$ cat src/rtl/rr_grant_encoder_if.sv
// Bus between a 4-way requester group and the round-robin grant encoder.
// The encoder drives the grant, the decoder select (B,A) and an observation view of its FSM.
interface rr_grant_encoder_if;
   logic [3:0] req;
   logic       done;
   logic       grant_valid;
   logic       B;
   logic       A;
   logic       expired;
   logic       dbg_state;
   logic [1:0] dbg_ptr;
   logic [7:0] dbg_hold_cnt;

   // Requesters raise req[i] and hold it while they want or own grant i; done ends ownership.
   // A grant is live while grant_valid=1 and {B,A} names the owner; no ready back-pressure.
   modport master (
      output req,
      output done,
      input  grant_valid,
      input  B,
      input  A,
      input  expired,
      input  dbg_state,
      input  dbg_ptr,
      input  dbg_hold_cnt
   );

   modport slave (
      input  req,
      input  done,
      output grant_valid,
      output B,
      output A,
      output expired,
      output dbg_state,
      output dbg_ptr,
      output dbg_hold_cnt
   );
endinterface

$ cat src/rtl/rr_grant_encoder.sv
// Round-robin arbiter over 4 requests that encodes the winner onto a 2-bit decoder select.
// Grants are held until done, request drop or a MAX_HOLD-cycle timeout; all outputs registered.
module rr_grant_encoder #(
   parameter int unsigned MAX_HOLD = 8
) (
   input  logic                clk,
   input  logic                rst_n,
   rr_grant_encoder_if.slave   bus
);

   localparam logic [0:0] IDLE  = 1'b0;
   localparam logic [0:0] GRANT = 1'b1;
   localparam logic [7:0] HOLD_LAST = 8'(MAX_HOLD - 1);

   logic [0:0] state_q, state_d;
   logic [1:0] ptr_q, ptr_d;
   logic [7:0] hold_cnt_q, hold_cnt_d;
   logic       grant_valid_q, grant_valid_d;
   logic [1:0] idx_q, idx_d;
   logic       expired_q, expired_d;

   logic [1:0] pick_idx;
   logic [1:0] cand;
   logic       owner_req;
   logic       timeout;
   logic       release_now;

   // Scan from the farthest offset down so the closest set bit to ptr wins.
   always_comb begin
      pick_idx = ptr_q;
      cand     = ptr_q;
      for (int k = 3; k >= 0; k--) begin
         cand = ptr_q + 2'(k);
         if (bus.req[cand]) begin
            pick_idx = cand;
         end
      end
   end

   assign owner_req   = bus.req[idx_q];
   assign timeout     = (hold_cnt_q == HOLD_LAST);
   assign release_now = bus.done || !owner_req || timeout;

   always_comb begin
      state_d       = state_q;
      ptr_d         = ptr_q;
      hold_cnt_d    = hold_cnt_q;
      grant_valid_d = grant_valid_q;
      idx_d         = idx_q;
      expired_d     = 1'b0;
      case (state_q)
         IDLE: begin
            if (bus.req != 4'b0000) begin
               state_d       = GRANT;
               grant_valid_d = 1'b1;
               idx_d         = pick_idx;
               hold_cnt_d    = 8'd0;
            end
         end
         GRANT: begin
            if (release_now) begin
               state_d       = IDLE;
               grant_valid_d = 1'b0;
               ptr_d         = idx_q + 2'd1;
               hold_cnt_d    = 8'd0;
               // A timeout only counts when neither done nor the drop explains the release.
               expired_d     = timeout && !bus.done && owner_req;
            end else begin
               hold_cnt_d    = hold_cnt_q + 8'd1;
            end
         end
         default: begin
            state_d       = IDLE;
            grant_valid_d = 1'b0;
         end
      endcase
   end

   always_ff @(posedge clk) begin
      if (!rst_n) begin
         state_q       <= IDLE;
         ptr_q         <= 2'd0;
         hold_cnt_q    <= 8'd0;
         grant_valid_q <= 1'b0;
         idx_q         <= 2'd0;
         expired_q     <= 1'b0;
      end else begin
         state_q       <= state_d;
         ptr_q         <= ptr_d;
         hold_cnt_q    <= hold_cnt_d;
         grant_valid_q <= grant_valid_d;
         idx_q         <= idx_d;
         expired_q     <= expired_d;
      end
   end

   assign bus.grant_valid  = grant_valid_q;
   assign bus.B            = idx_q[1];
   assign bus.A            = idx_q[0];
   assign bus.expired      = expired_q;
   assign bus.dbg_state    = state_q;
   assign bus.dbg_ptr      = ptr_q;
   assign bus.dbg_hold_cnt = hold_cnt_q;

endmodule

$ cat src/flat_wrapper.sv
// flat-port wrapper written by rule: the top's interface ports become plain ports
module rr_grant_encoder_flat 
#(
   parameter int unsigned MAX_HOLD = 8
)
  (clk, rst_n, bus_req, bus_done, bus_grant_valid, bus_B, bus_A, bus_expired, bus_dbg_state, bus_dbg_ptr, bus_dbg_hold_cnt);
  rr_grant_encoder_if bus_i ();
  input  logic clk;
  input  logic rst_n;
  input wire logic [$bits(bus_i.req)-1:0] bus_req;
  input wire logic [$bits(bus_i.done)-1:0] bus_done;
  output wire logic [$bits(bus_i.grant_valid)-1:0] bus_grant_valid;
  output wire logic [$bits(bus_i.B)-1:0] bus_B;
  output wire logic [$bits(bus_i.A)-1:0] bus_A;
  output wire logic [$bits(bus_i.expired)-1:0] bus_expired;
  output wire logic [$bits(bus_i.dbg_state)-1:0] bus_dbg_state;
  output wire logic [$bits(bus_i.dbg_ptr)-1:0] bus_dbg_ptr;
  output wire logic [$bits(bus_i.dbg_hold_cnt)-1:0] bus_dbg_hold_cnt;
  assign bus_i.req = bus_req;
  assign bus_i.done = bus_done;
  assign bus_grant_valid = bus_i.grant_valid;
  assign bus_B = bus_i.B;
  assign bus_A = bus_i.A;
  assign bus_expired = bus_i.expired;
  assign bus_dbg_state = bus_i.dbg_state;
  assign bus_dbg_ptr = bus_i.dbg_ptr;
  assign bus_dbg_hold_cnt = bus_i.dbg_hold_cnt;
  rr_grant_encoder #(.MAX_HOLD(MAX_HOLD)) u_core (.clk(clk), .rst_n(rst_n), .bus(bus_i));
endmodule
$ cat config.mk
export PLATFORM = sky130hd
export DESIGN_NAME = rr_grant_encoder_flat
export DESIGN_NICKNAME = d
export VERILOG_FILES = /design/src/rtl/rr_grant_encoder_if.sv /design/src/rtl/rr_grant_encoder.sv /design/src/flat_wrapper.sv
export SDC_FILE = /design/constraint.sdc
export NUM_CORES = 1
export LEC_CHECK = 0
export CAP_MARGIN = 25
export CELL_PAD_IN_SITES_DETAIL_PLACEMENT = 1
export CELL_PAD_IN_SITES_GLOBAL_PLACEMENT = 1
export CORE_MARGIN = 1.5
export CORE_UTILIZATION = 31
export DETAILED_ROUTE_END_ITERATION = 10
export PLACE_DENSITY_LB_ADDON = 0.1
export SYNTH_ARGS = -nofsm -noshare
export SYNTH_HDL_FRONTEND = slang
export SYNTH_SLANG_ARGS = --single-unit
export TNS_END_PERCENT = 10
$ cat constraint.sdc
create_clock -name clk -period 1.3 [get_ports clk]
set_input_delay 0.26 -clock clk [delete_from_list [all_inputs] [get_ports clk]]
set_output_delay 0.26 -clock clk [all_outputs]
set_load 0.02 [all_outputs]
# Word level (Yosys, flattened, before mapping)
# Index checks and enable logic that the tools add are counted.
[op_classes]
n_addsub = 5
mux = 23
reduce_logical = 11
order_cmp = 5
bitwise = 1
n_eq_ne = 3
[ops]
columns = ["cell", "n"]
rows = [
  ["$mux 8", 2],
  ["$pmux 8 s2", 1],
  ["$lt 2x3->1 const B", 5],
  ["$bmux 1 s2", 5],
  ["$mux 1", 9],
  ["$add 8x1->8 const B", 1],
  ["$eq 8x3->1 const B", 1],
  ["$mux 2", 4],
  ["$reduce_and 2->1", 3],
  ["$add 2x1->2 const B", 2],
  ["$add 2x2->2 const B", 2],
  ["$pmux 1 s2", 2],
  ["$reduce_bool 4->1", 1],
  ["$reduce_and 3->1", 1],
  ["$logic_and 1x1->1", 2],
  ["$logic_not 1->1", 2],
  ["$logic_or 1x1->1", 2],
  ["$ne 2x1->1 const B", 1],
  ["$ne 2x2->1 const B", 1],
  ["$not 1->1", 1],
]
[word_totals]
input_bits = 7
register_bits = 15

# Logic depth before layout (Yosys ltp)
[depth]
ltp_word = 7
mapped_depth = 6

# Least setup slack after synthesis
# No wires, ideal clock.
[synth_timing]
path_kind = "reg2reg"
from = "register u_core.hold_cnt_q[0], in the netlist u_core.bus.dbg_hold_cnt[0]"
to = "register u_core.ptr_q[0], in the netlist u_core.bus.dbg_ptr[0]"
slack_ns = -0.273
arrival_ns = 1.501
setup_time_ns = 0.072
stages_incl_launch_ff = 6
required_ns = 1.228
path_cell_list = "dfxtp_1 > ha_1 > and4bb_1 > nand2_1 > a21oi_1 > mux2i_1"
[synth_via]
elab_chain_len = 3
[synth_lines]
columns = ["element", "line", "rtl"]
rows = [
  ["from (decl)", "rr_grant_encoder.sv:17", "logic [7:0] hold_cnt_q, hold_cnt_d;"],
  ["from (signal assigned)", "rr_grant_encoder.sv:90", "hold_cnt_q <= hold_cnt_d;"],
  ["$eq 8x3->1", "rr_grant_encoder.sv:41", "assign timeout = (hold_cnt_q == HOLD_LAST);"],
  ["$logic_or 1x1->1", "rr_grant_encoder.sv:42", "assign release_now = bus.done || !owner_req || timeout;"],
  ["$reduce_and 2->1 (no source line)", "n/a", ""],
  ["to (signal assigned)", "rr_grant_encoder.sv:89", "ptr_q <= ptr_d;"],
  ["to (decl)", "rr_grant_encoder.sv:16", "logic [1:0] ptr_q, ptr_d;"],
]
# Every way passes these cells.
# A chain may end at the register's enable or synchronous reset.

# Final worst setup path
[layout_timing]
from = "register u_core.hold_cnt_q[0], in the netlist u_core.bus.dbg_hold_cnt[0]"
to = "register u_core.hold_cnt_q[5], in the netlist u_core.bus.dbg_hold_cnt[5]"
[layout_via]
elab_chain_len = 4
[layout_lines]
columns = ["element", "line", "rtl"]
rows = [
  ["branches (longest 2 deep; another with $add 8x1->8)", "n/a", ""],
  ["$mux 8 (*)", "rr_grant_encoder.sv:61", "if (release_now) begin"],
  ["$pmux 8 s2 (*)", "rr_grant_encoder.sv:51", "case (state_q)"],
]
# Every way passes the cells marked *.

==> impl_results.md <==
- Status: finished with violations
- Violated checks: setup timing
- CTS tree: done
- Starting Density: 0.334
- WP buf/inv: 0
- Simple logic cell fraction of the synthesized area: 0.291
- Final TNS setup: -0.950 ns
- Area grow syn2layout: 64.4%
- Vias in the first global route: 1054
- Post-DRT Antenna Nets: 0
- Syn Nets: 113
- Slew Limit Fails: 0
- Via count: 992
- Post-synthesis mux area share: 0.0471
- Die width: 55.4 µm
- Yosys top cell by area: dfxtp_1
- Ys async rst share: 0
- Post-DR wirelength/cell: 15.0 µm
- First-pass DRT Iterations: 4
- Leakage Power: 0.585 nW
- Largest net degree at the start of global routing: 10
- Initial DRC count: 15
- Rel. slew slack: 0.741
- Row cnt: 18
- Clk sinks: 15
- Final setup margin: -0.124 ns
- Latest clock arrival within the worst-skew pair: 0.29 ns
- Clock transition at path regs: 0.10 ns
- Placement-stage cell area: 1330 µm²
- Cell variety after synth: 38
- Ys flop type: dfxtp_1
- Max Clock Skew: 0.00921 ns
- Fillers: 325
- Maximum root-to-sink buffer count: 2
- CP max stage cell: dfxtp_4
- Crit path cell chain: ha_4 -> and4bb_2 -> a21oi_4 -> o2111ai_2 -> a31oi_1
- Delay-heaviest family, CP: compound AO/OA/AOI/OAI gates
- RSZ-0062 raised after global routing: yes
- Fin nets: 164
- Top cells by area, synth: dfxtp_1, nand2_1, mux2i_1
- Antenna violations before repair: 0
- TritonCTS Buffers: 3
- Register bit total from synthesis: 15
- Share of layout cells above drive strength 1: 0.383
- Cell Area, Synth: 851 µm²
- Mean post-synth cell area: 8.18 µm²
- Die Ht: 55.4 µm
- CP arrival: 1.64 ns
- Setup repair bufs after CTS: 0
- WP data required: 1.51 ns
- PwrDens: 778 nW/µm²
- Hold WC Path Type: primary input to register
- Sequential-to-total area share from yosys stat: 0.353
- CP max stage delay: 0.37 ns
- Startpoint types: register
- Compound-gate portion of the synthesized area: 0.228
- Adder-Cell Fraction of Synth Area: 0.0294
- GP Congestion: 0.810
- Final Hold Fails: 0
- Crit Path Class: register to register
- Final Routed Wirelength: 2770 µm
- Largest family of logic cells by synthesized area: simple AND/OR/NAND/NOR gates
- XOR/XNOR Fraction of Synth Area: 0.0103
- I/O pin count: 22
- Most frequent cells after synthesis: dfxtp_1, nand2_1, nor2_1
- Core ar.: 2540 µm²
- Via density: 5.39
- Final period util: 1.10
- H-Tree Depth: 1
- Residual DRC: 0
- Count of final setup violators: 10
- Hold Buf Count CTS: 0
- Worst-Margin Slew: 0.378 ns
- Peak supply drop: 0.460 mV
- EDFF count, synth: 0
- GRT Total Usage: 0.199
- Finished layout cell area: 1400 µm²
- Yosys warning count: 0
- FMAX: 702 MHz
- Tightest hold margin: 0.498 ns
- Post-synth top area share: 0.353
- First-pass GRT wire length: 4950 µm
- Syn Inst Count: 104
- MaxCap Viol Count: 0
- DPL Wire Length: 2150 µm
- Antenna cells: 0
- Die footprint: 3070 µm²
- Total grt overflow: 0
- Port bufs: 21
- Worst Path Max Fanout: 8
- Setup crit end kind: register
- Final min period: 1.42 ns
- Root Driver: clkbuf_4
[through the flow]
step                      setup slack [ns]   util  total power [mW]  std cells
after CTS                           -0.130  0.536              1.09        184
after detailed placement            -0.435  0.522             0.808        180
after global placement              -0.398  0.522             0.801        180
final                               -0.124  0.550              1.09        184
after global routing                -0.242  0.550              1.15        184
after floorplan                    -0.0373      -             0.658        104
[routing by layer]
layer | up-vias | global-route usage | share of wire
li1 | 491 | - | -
met1 | 462 | 0.283 | 0.49
met2 | 33 | 0.304 | 0.45
met3 | 6 | 0.0304 | 0.044
met4 | 0 | 0.0662 | 0.014
met5 | - | 0 | 0
[cell families (layout without fill, tap and decap cells)]
kind of cell,Yosys count,in the layout
buffers and inverters,6,56
XOR/XNOR,1,1
multiplexers,4,4
flip-flops,15,15
AND/OR/NAND/NOR,48,48
adder cells (fa/ha/maj),2,2
AO/OA/AOI/OAI,28,28
[power breakdown]
group	switching [mW]	internal, mW	total [mW]
Combinational	0.165	0.142	0.306
Sequential	0.0205	0.480	0.500
Clock	0.162	0.119	0.281
[layout make-up]
| cell class | instances | area (µm²) | share of cell area |
|---|---|---|---|
| repair buffers | 50 | 419 | 0.300 |
| clock buffers | 4 | 26.3 | 0.0188 |
| inverters | 2 | 7.51 | 0.00537 |
| well taps | 30 | 37.5 | 0.0268 |
| multi-input cells | 83 | 594 | 0.425 |
| flip-flops and latches | 15 | 314 | 0.225 |
[cell usage in the layout, fill, tap and decap left out, drive strengths merged, types with 3 or more instances in the layout]
| master | synthesis | final |
|---|---|---|
| nand2b | 3 | 3 |
| mux2i | 4 | 4 |
| buf | 2 | 31 |
| clkdlybuf4s15 | 0 | 6 |
| nor2 | 7 | 7 |
| a31oi | 5 | 5 |
| dfxtp | 15 | 15 |
| nor2b | 3 | 3 |
| nand2 | 15 | 15 |
| dlygate4sd2 | 0 | 5 |
| o21ai | 4 | 4 |
| clkbuf | 2 | 6 |
| nand3 | 6 | 6 |
| nor3 | 5 | 5 |
| dlymetal6s2s | 0 | 4 |
| a21oi | 7 | 7 |
[state kept, by name, summed over array words and instances, names as in the netlist]
register and count:
u_core.bus.dbg_ptr 2, u_core.bus.dbg_state 1, u_core.bus.grant_valid 1, u_core.bus.expired 1, u_core.idx_q 2, u_core.bus.dbg_hold_cnt 8
[final timing paths]
| check | startpoint | slack (ns) | cells after the start | to |
|---|---|---|---|---|
| max reg2reg | u_core.bus.dbg_hold_cnt[0] | -0.12 | 5 | u_core.bus.dbg_hold_cnt[5] |
| min reg2reg | u_core.bus.grant_valid | 0.52 | 2 | u_core.bus.grant_valid |
| max | u_core.bus.dbg_hold_cnt[0] | -0.12 | 5 | u_core.bus.dbg_hold_cnt[5] |
| min | bus_req[1] | 0.50 | 4 | u_core.idx_q[1] |
[tightest hold or removal path: cells and delay by family]
family	cells	cell delay, ns
compound gates	2	0.17
buf+inv	2	0.32
[timing repair]
item                                   in CTS  in global routing
setup endpoints to repair                  29                 22
endpoints found under the hold margin       0                  0
resized for setup                          32                 19
pin swaps                                   1                  8
(Power assumes the default switching activity.)
